<file path="src/rtl/ifetch_pkg.sv">
`default_nettype none
//------------------------------------------------------------------------------
// ifetch_pkg -- shared widths and state encoding for the ONC-16 fetch stage.
// Revision 1.0
//------------------------------------------------------------------------------
package ifetch_pkg;

  localparam int DATA_W     = 16;
  localparam int IF_STATE_W = 2;

  typedef enum logic [IF_STATE_W-1:0] {
    IF_IDLE    = 2'd0,
    IF_FETCH   = 2'd1,
    IF_FULL    = 2'd2,
    IF_DISCARD = 2'd3
  } if_state_e;

  // States in which a read request is outstanding on the memory port.
  function automatic logic if_bus_busy(input if_state_e s);
    return (s == IF_FETCH) || (s == IF_DISCARD);
  endfunction

endpackage
`default_nettype wire

</file>
<file path="src/rtl/ifetch_wdt.sv">
`default_nettype none
//------------------------------------------------------------------------------
// ifetch_wdt -- 8-bit memory-ack wait counter; expire flags the TIMEOUT-th
// consecutive waiting cycle. Revision 1.0
//------------------------------------------------------------------------------
module ifetch_wdt #(
  parameter int TIMEOUT = 255
) (
  input  logic clock,
  input  logic rst,
  input  logic restart,
  input  logic run,
  output logic expire
);

  localparam logic [7:0] LAST_WAIT = 8'(TIMEOUT - 1);

  logic [7:0] count_q;
  logic [7:0] count_d;

  always_comb begin
    count_d = count_q;
    if (restart) begin
      count_d = '0;
    end else if (run) begin
      count_d = count_q + 8'd1;
    end
  end

  assign expire = run && (count_q == LAST_WAIT);

  always_ff @(posedge clock) begin
    if (rst) begin
      count_q <= '0;
    end else begin
      count_q <= count_d;
    end
  end

endmodule
`default_nettype wire

</file>
<file path="src/rtl/ifetch.sv">
`default_nettype none
//------------------------------------------------------------------------------
// ifetch -- ONC-16 instruction fetch: req/ack read into IR, flush discard,
// optional ack timeout under IFETCH_TIMEOUT_EN. Revision 1.0
//------------------------------------------------------------------------------
module ifetch
  import ifetch_pkg::*;
#(
  parameter int TIMEOUT = 255
) (
  input  logic              clock,
  input  logic              rst,
  input  logic [DATA_W-1:0] pc_in,
  output logic              pc_adv,
  input  logic              flush,
  output logic              mem_req,
  output logic [DATA_W-1:0] mem_addr,
  input  logic              mem_ack,
  input  logic [DATA_W-1:0] mem_rdata,
  output logic [DATA_W-1:0] ir,
  output logic [DATA_W-1:0] ir_pc,
  output logic              ir_valid,
  input  logic              ir_ready,
  output logic              fetch_err
);

  if_state_e         state_q, state_d;
  logic              mem_req_q, mem_req_d;
  logic [DATA_W-1:0] mem_addr_q, mem_addr_d;
  logic [DATA_W-1:0] ir_q, ir_d;
  logic [DATA_W-1:0] ir_pc_q, ir_pc_d;
  logic              ir_valid_q, ir_valid_d;
  logic              pc_adv_q, pc_adv_d;
  logic              fetch_err_q, fetch_err_d;
  logic              wdt_expire;

`ifdef IFETCH_TIMEOUT_EN
  logic wdt_run;
  logic wdt_restart;

  // The count restarts on every entry into a requesting state, including FETCH->DISCARD.
  assign wdt_run     = if_bus_busy(state_q) && !mem_ack;
  assign wdt_restart = if_bus_busy(state_d) && (state_d != state_q);

  ifetch_wdt #(
    .TIMEOUT (TIMEOUT)
  ) u_wdt (
    .clock   (clock),
    .rst     (rst),
    .restart (wdt_restart),
    .run     (wdt_run),
    .expire  (wdt_expire)
  );
`else
  logic unused_timeout;
  assign unused_timeout = ^8'(TIMEOUT);
  assign wdt_expire     = 1'b0;
`endif

  always_comb begin
    state_d     = state_q;
    mem_addr_d  = mem_addr_q;
    ir_d        = ir_q;
    ir_pc_d     = ir_pc_q;
    ir_valid_d  = ir_valid_q;
    pc_adv_d    = 1'b0;
    fetch_err_d = fetch_err_q | wdt_expire;

    case (state_q)
      IF_IDLE: begin
        if (!flush && !fetch_err_q) begin
          mem_addr_d = pc_in;
          state_d    = IF_FETCH;
        end
      end
      IF_FETCH: begin
        if (wdt_expire) begin
          state_d = IF_IDLE;
        end else if (mem_ack && !flush) begin
          ir_d       = mem_rdata;
          ir_pc_d    = mem_addr_q;
          ir_valid_d = 1'b1;
          pc_adv_d   = 1'b1;
          state_d    = IF_FULL;
        end else if (mem_ack) begin
          state_d = IF_IDLE;
        end else if (flush) begin
          state_d = IF_DISCARD;
        end
      end
      IF_FULL: begin
        if (ir_ready || flush) begin
          ir_valid_d = 1'b0;
          state_d    = IF_IDLE;
        end
      end
      IF_DISCARD: begin
        // The abandoned read must still complete on the bus; its data is dropped.
        if (mem_ack || wdt_expire) begin
          state_d = IF_IDLE;
        end
      end
      default: begin
        state_d = IF_IDLE;
      end
    endcase

    mem_req_d = if_bus_busy(state_d);
  end

  always_ff @(posedge clock) begin
    if (rst) begin
      state_q     <= IF_IDLE;
      mem_req_q   <= 1'b0;
      mem_addr_q  <= '0;
      ir_q        <= '0;
      ir_pc_q     <= '0;
      ir_valid_q  <= 1'b0;
      pc_adv_q    <= 1'b0;
      fetch_err_q <= 1'b0;
    end else begin
      state_q     <= state_d;
      mem_req_q   <= mem_req_d;
      mem_addr_q  <= mem_addr_d;
      ir_q        <= ir_d;
      ir_pc_q     <= ir_pc_d;
      ir_valid_q  <= ir_valid_d;
      pc_adv_q    <= pc_adv_d;
      fetch_err_q <= fetch_err_d;
    end
  end

  assign mem_req   = mem_req_q;
  assign mem_addr  = mem_addr_q;
  assign ir        = ir_q;
  assign ir_pc     = ir_pc_q;
  assign ir_valid  = ir_valid_q;
  assign pc_adv    = pc_adv_q;
  assign fetch_err = fetch_err_q;

endmodule
`default_nettype wire

</file>
<file path="config.mk">
export PLATFORM = sky130hd
export DESIGN_NAME = ifetch
export DESIGN_NICKNAME = d
export VERILOG_FILES = /design/src/rtl/ifetch_pkg.sv /design/src/rtl/ifetch_wdt.sv /design/src/rtl/ifetch.sv
export SDC_FILE = /design/constraint.sdc
export NUM_CORES = 1
export LEC_CHECK = 0
export CAP_MARGIN = 15
export CORE_AREA = 4 4 75 77
export CTS_BUF_LIST = sky130_fd_sc_hd__clkbuf_8
export CTS_CLUSTER_SIZE = 40
export DETAILED_ROUTE_END_ITERATION = 10
export DIE_AREA = 0 0 79 81
export PLACE_DENSITY = 0.82
export SKIP_CTS_REPAIR_TIMING = 1
export SYNTH_ARGS = -nofsm -noshare
export SYNTH_HDL_FRONTEND = slang
export SYNTH_SLANG_ARGS = --single-unit
</file>
<file path="constraint.sdc">
create_clock -name clock -period 2.35 [get_ports clock]
set_input_delay 0.47 -clock clock [delete_from_list [all_inputs] [get_ports clock]]
set_output_delay 0.47 -clock clock [all_outputs]
set_load 0.05 [all_outputs]
</file>
==> impl_results.md <==
- Status: finished, final reports clean
- Cells after Synth: 247
- Final hold violation count: 0
- Die ar.: 6400 um2
- CP max FO: 3
- Commonest non-fill, non-tap cell in the layout: clkdlybuf4s50_1
- Max incr delay on CP: 0.83 ns
- DP HPWL: roughly 3800 um
- Sequence of cells on the critical path: clkdlybuf4s50_1
- CP Capture Type: output port
- TritonCTS sink count: 53
- Core Util, Final: between 60% and 70%
- Pleak: 1.12 nW
- Skew final: approximately 0.0056 ns
- H-tree levels: 2
- Most frequent cells in the layout: clkdlybuf4s50_1, nand2_1, dfxtp_1
- Syn Area/Cell: 9.09 um2
- Nets: 370
- Sequential area share after synthesis: 47.3%
- Die H: 81 um
- Vias in the first global route: 1831
- Flop pwr share: 45.3%
- Routability cong.: roughly 0.8
- Finish-stage setup viols: 0
- DR WL/cell: around 13 um
- Clock Power Share: 34.5%
- Slew Limit Fails: 0
- GR Overflow Total: 0
- Final Cycle Share: 84.6%
- Critical path arrival: about 1.5 ns
- CTS Root Cell: clkbuf_8
- Cts bufs inserted: 5
- DR vias: 1914
- Total wire length: 5170 um
- Net Switching: 0.000602 W
- Power, Total: 0.00214 W
- RSZ-0062 raised after global routing: false
- TritonCTS clock tree: yes
- Part of the power in combinational logic: about a fifth
- Synth Warn #: 0
- DRT Pass-1 Iters: 4
- Fillers: 464
- FF+latch count, synth: 53
- Max Fclk: between 500 and 600 MHz
- Clk_lat worst skew: 0.30 ns
- First-pass GRT wire length: 8400 um
- Slew margin rel.: 64.4%
- Initial antenna violation count: 0
- WP buf/inv: 1
- Clk buf depth: 2
- Post-Syn Area: around 2200 um2
- Worst-Margin Slew: ~0.53 ns
- Largest net degree at the start of global routing: 36
- Startpoint Class: flip-flop
- Slowest stage cell, crit path: clkdlybuf4s50_1
- Initial DRC Count: between 100 and 150
- Detail Route Antenna Nets: 0
- Vias/cell: between 4 and 5
- PortBufs: 87
- Syn nets: 288
- Post-route setup TNS: 0 ns
- Min-delay worst type: reg -> reg
- Minimum clock period: 1.99 ns
- CP delay by family, top: buffers and inverters
- Worst setup path class: reg -> out
- DRC viols: 0
- Layout area overhead: 44.5%
- Starting Density: 44.8%
- Synth unique cells: 29
- Fraction of layout cells with a size suffix above 1: 24.5%
- Die Wd: 79 um
- CP required: 1.88 ns
- Core Region: 5010 um2
- Maxcap violations: 0
- Peak supply drop: about 0.35 mV
- PD cells: 659 nW/um2
- Worst-path clk slew: about 0.1 ns
- I/O pin count: 89
- Cells after DPL: about 390
- Sw Ratio: 28.2%
- GRT Util Overall: 16.2%
- Final Instance Count excl. Fillers: 400
- Row Count: 26
- ANT cells: 0
- P_int: between 0.0015 and 0.002 W
[per-stage QoR]
| step | worst slack, ns | cell area [um2] | hold slack, ns |
|---|---|---|---|
| finish | 0.362 | 3240 | 0.460 |
| global route | 0.289 | 3240 | 0.479 |
| CTS | 0.348 | 3240 | 0.460 |
| detailed placement | 0.370 | 3110 | 0.447 |
| global placement | 0.431 | 3110 | 0.442 |
| floorplan | 0.898 | 2240 | 0.559 |
[Yosys cell counts, drive strengths merged]
library cell	count	area (um2)
nand2	97	439
dfxtp	53	1060
a21oi	48	353
buf	17	151
ha	4	50.1
inv	4	15.0
nor2	4	15.0
a311oi	3	32.5
clkbuf	2	7.51
nand2b	2	12.5
nand3b	2	18.8
nor2b	2	12.5
a211oi	1	7.51
a32oi	1	8.76
and3b	1	8.76
conb	1	3.75
mux2	1	11.3
nor3b	1	12.5
o21ai	1	5.00
o21ba	1	10.0
xor2	1	8.76
[power by group through the flow]
stage               registers [W]  clock network (W)  logic, W
finish                   0.000967           0.000737  0.000432
global route             0.000973           0.000791  0.000461
CTS                      0.000967           0.000754  0.000436
detailed placement       0.000988                  0  0.000435
global placement         0.000987                  0  0.000430
floorplan                 0.00111                  0  0.000154
[path summary, 6_finish.rpt]
kind	startpoint	to	slack, ns	depth (start not counted)
worst min register to register	ir[0]$_SDFFE_PP0P_	ir[0]$_SDFFE_PP0P_	0.46	2
worst max register to register	state_q[0]$_SDFF_PP0_	ir_valid$_SDFFE_PP0P_	0.78	5
worst max-delay path	mem_addr[0]$_SDFFE_PP0P_	mem_addr[0]	0.36	1
worst min-delay path	ir[0]$_SDFFE_PP0P_	ir[0]$_SDFFE_PP0P_	0.46	2
[final cells by class]
type,instances,area [um2],area share (%)
clock buffer,5,68.8,2.12
sequential,53,1060,32.7
clock inverter,3,68.8,2.12
inverter,4,15.0,0.463
tap,70,87.6,2.70
timing repair buffer,94,931,28.7
multi-input combinational,171,1010,31.2
[per-layer routing]
| layer | global-route usage [%] | wire (um) | up-vias |
|---|---|---|---|
| met5 | 0 | 0 | - |
| met4 | 3.95 | 14 | 0 |
| met3 | 6.10 | 512 | 2 |
| met2 | 27.3 | 2380 | 71 |
| met1 | 19.7 | 2260 | 886 |
| li1 | - | - | 955 |
[sequential cells by signal, summed over array words and instances (netlist names)]
name / count
ir_pc: 16
mem_addr: 16
ir_valid: 1
mem_req: 1
state_q: 2
pc_adv: 1
ir: 16
[cell families (layout without fill, tap and decap cells)]
group,count (synthesis),in the layout,synth area share [%]
and+or+nand+nor,109,109,23.1
xor gates and xnor gates,1,1,0.390
DFF,53,53,47.3
buffers and inverters,23,106,7.75
AOI/OAI and AO/OA,55,55,18.6
other,1,1,0.167
muxes,1,1,0.502
adders and majority gates,4,4,2.23
No activity file was read; power rests on OpenSTA's default activity.
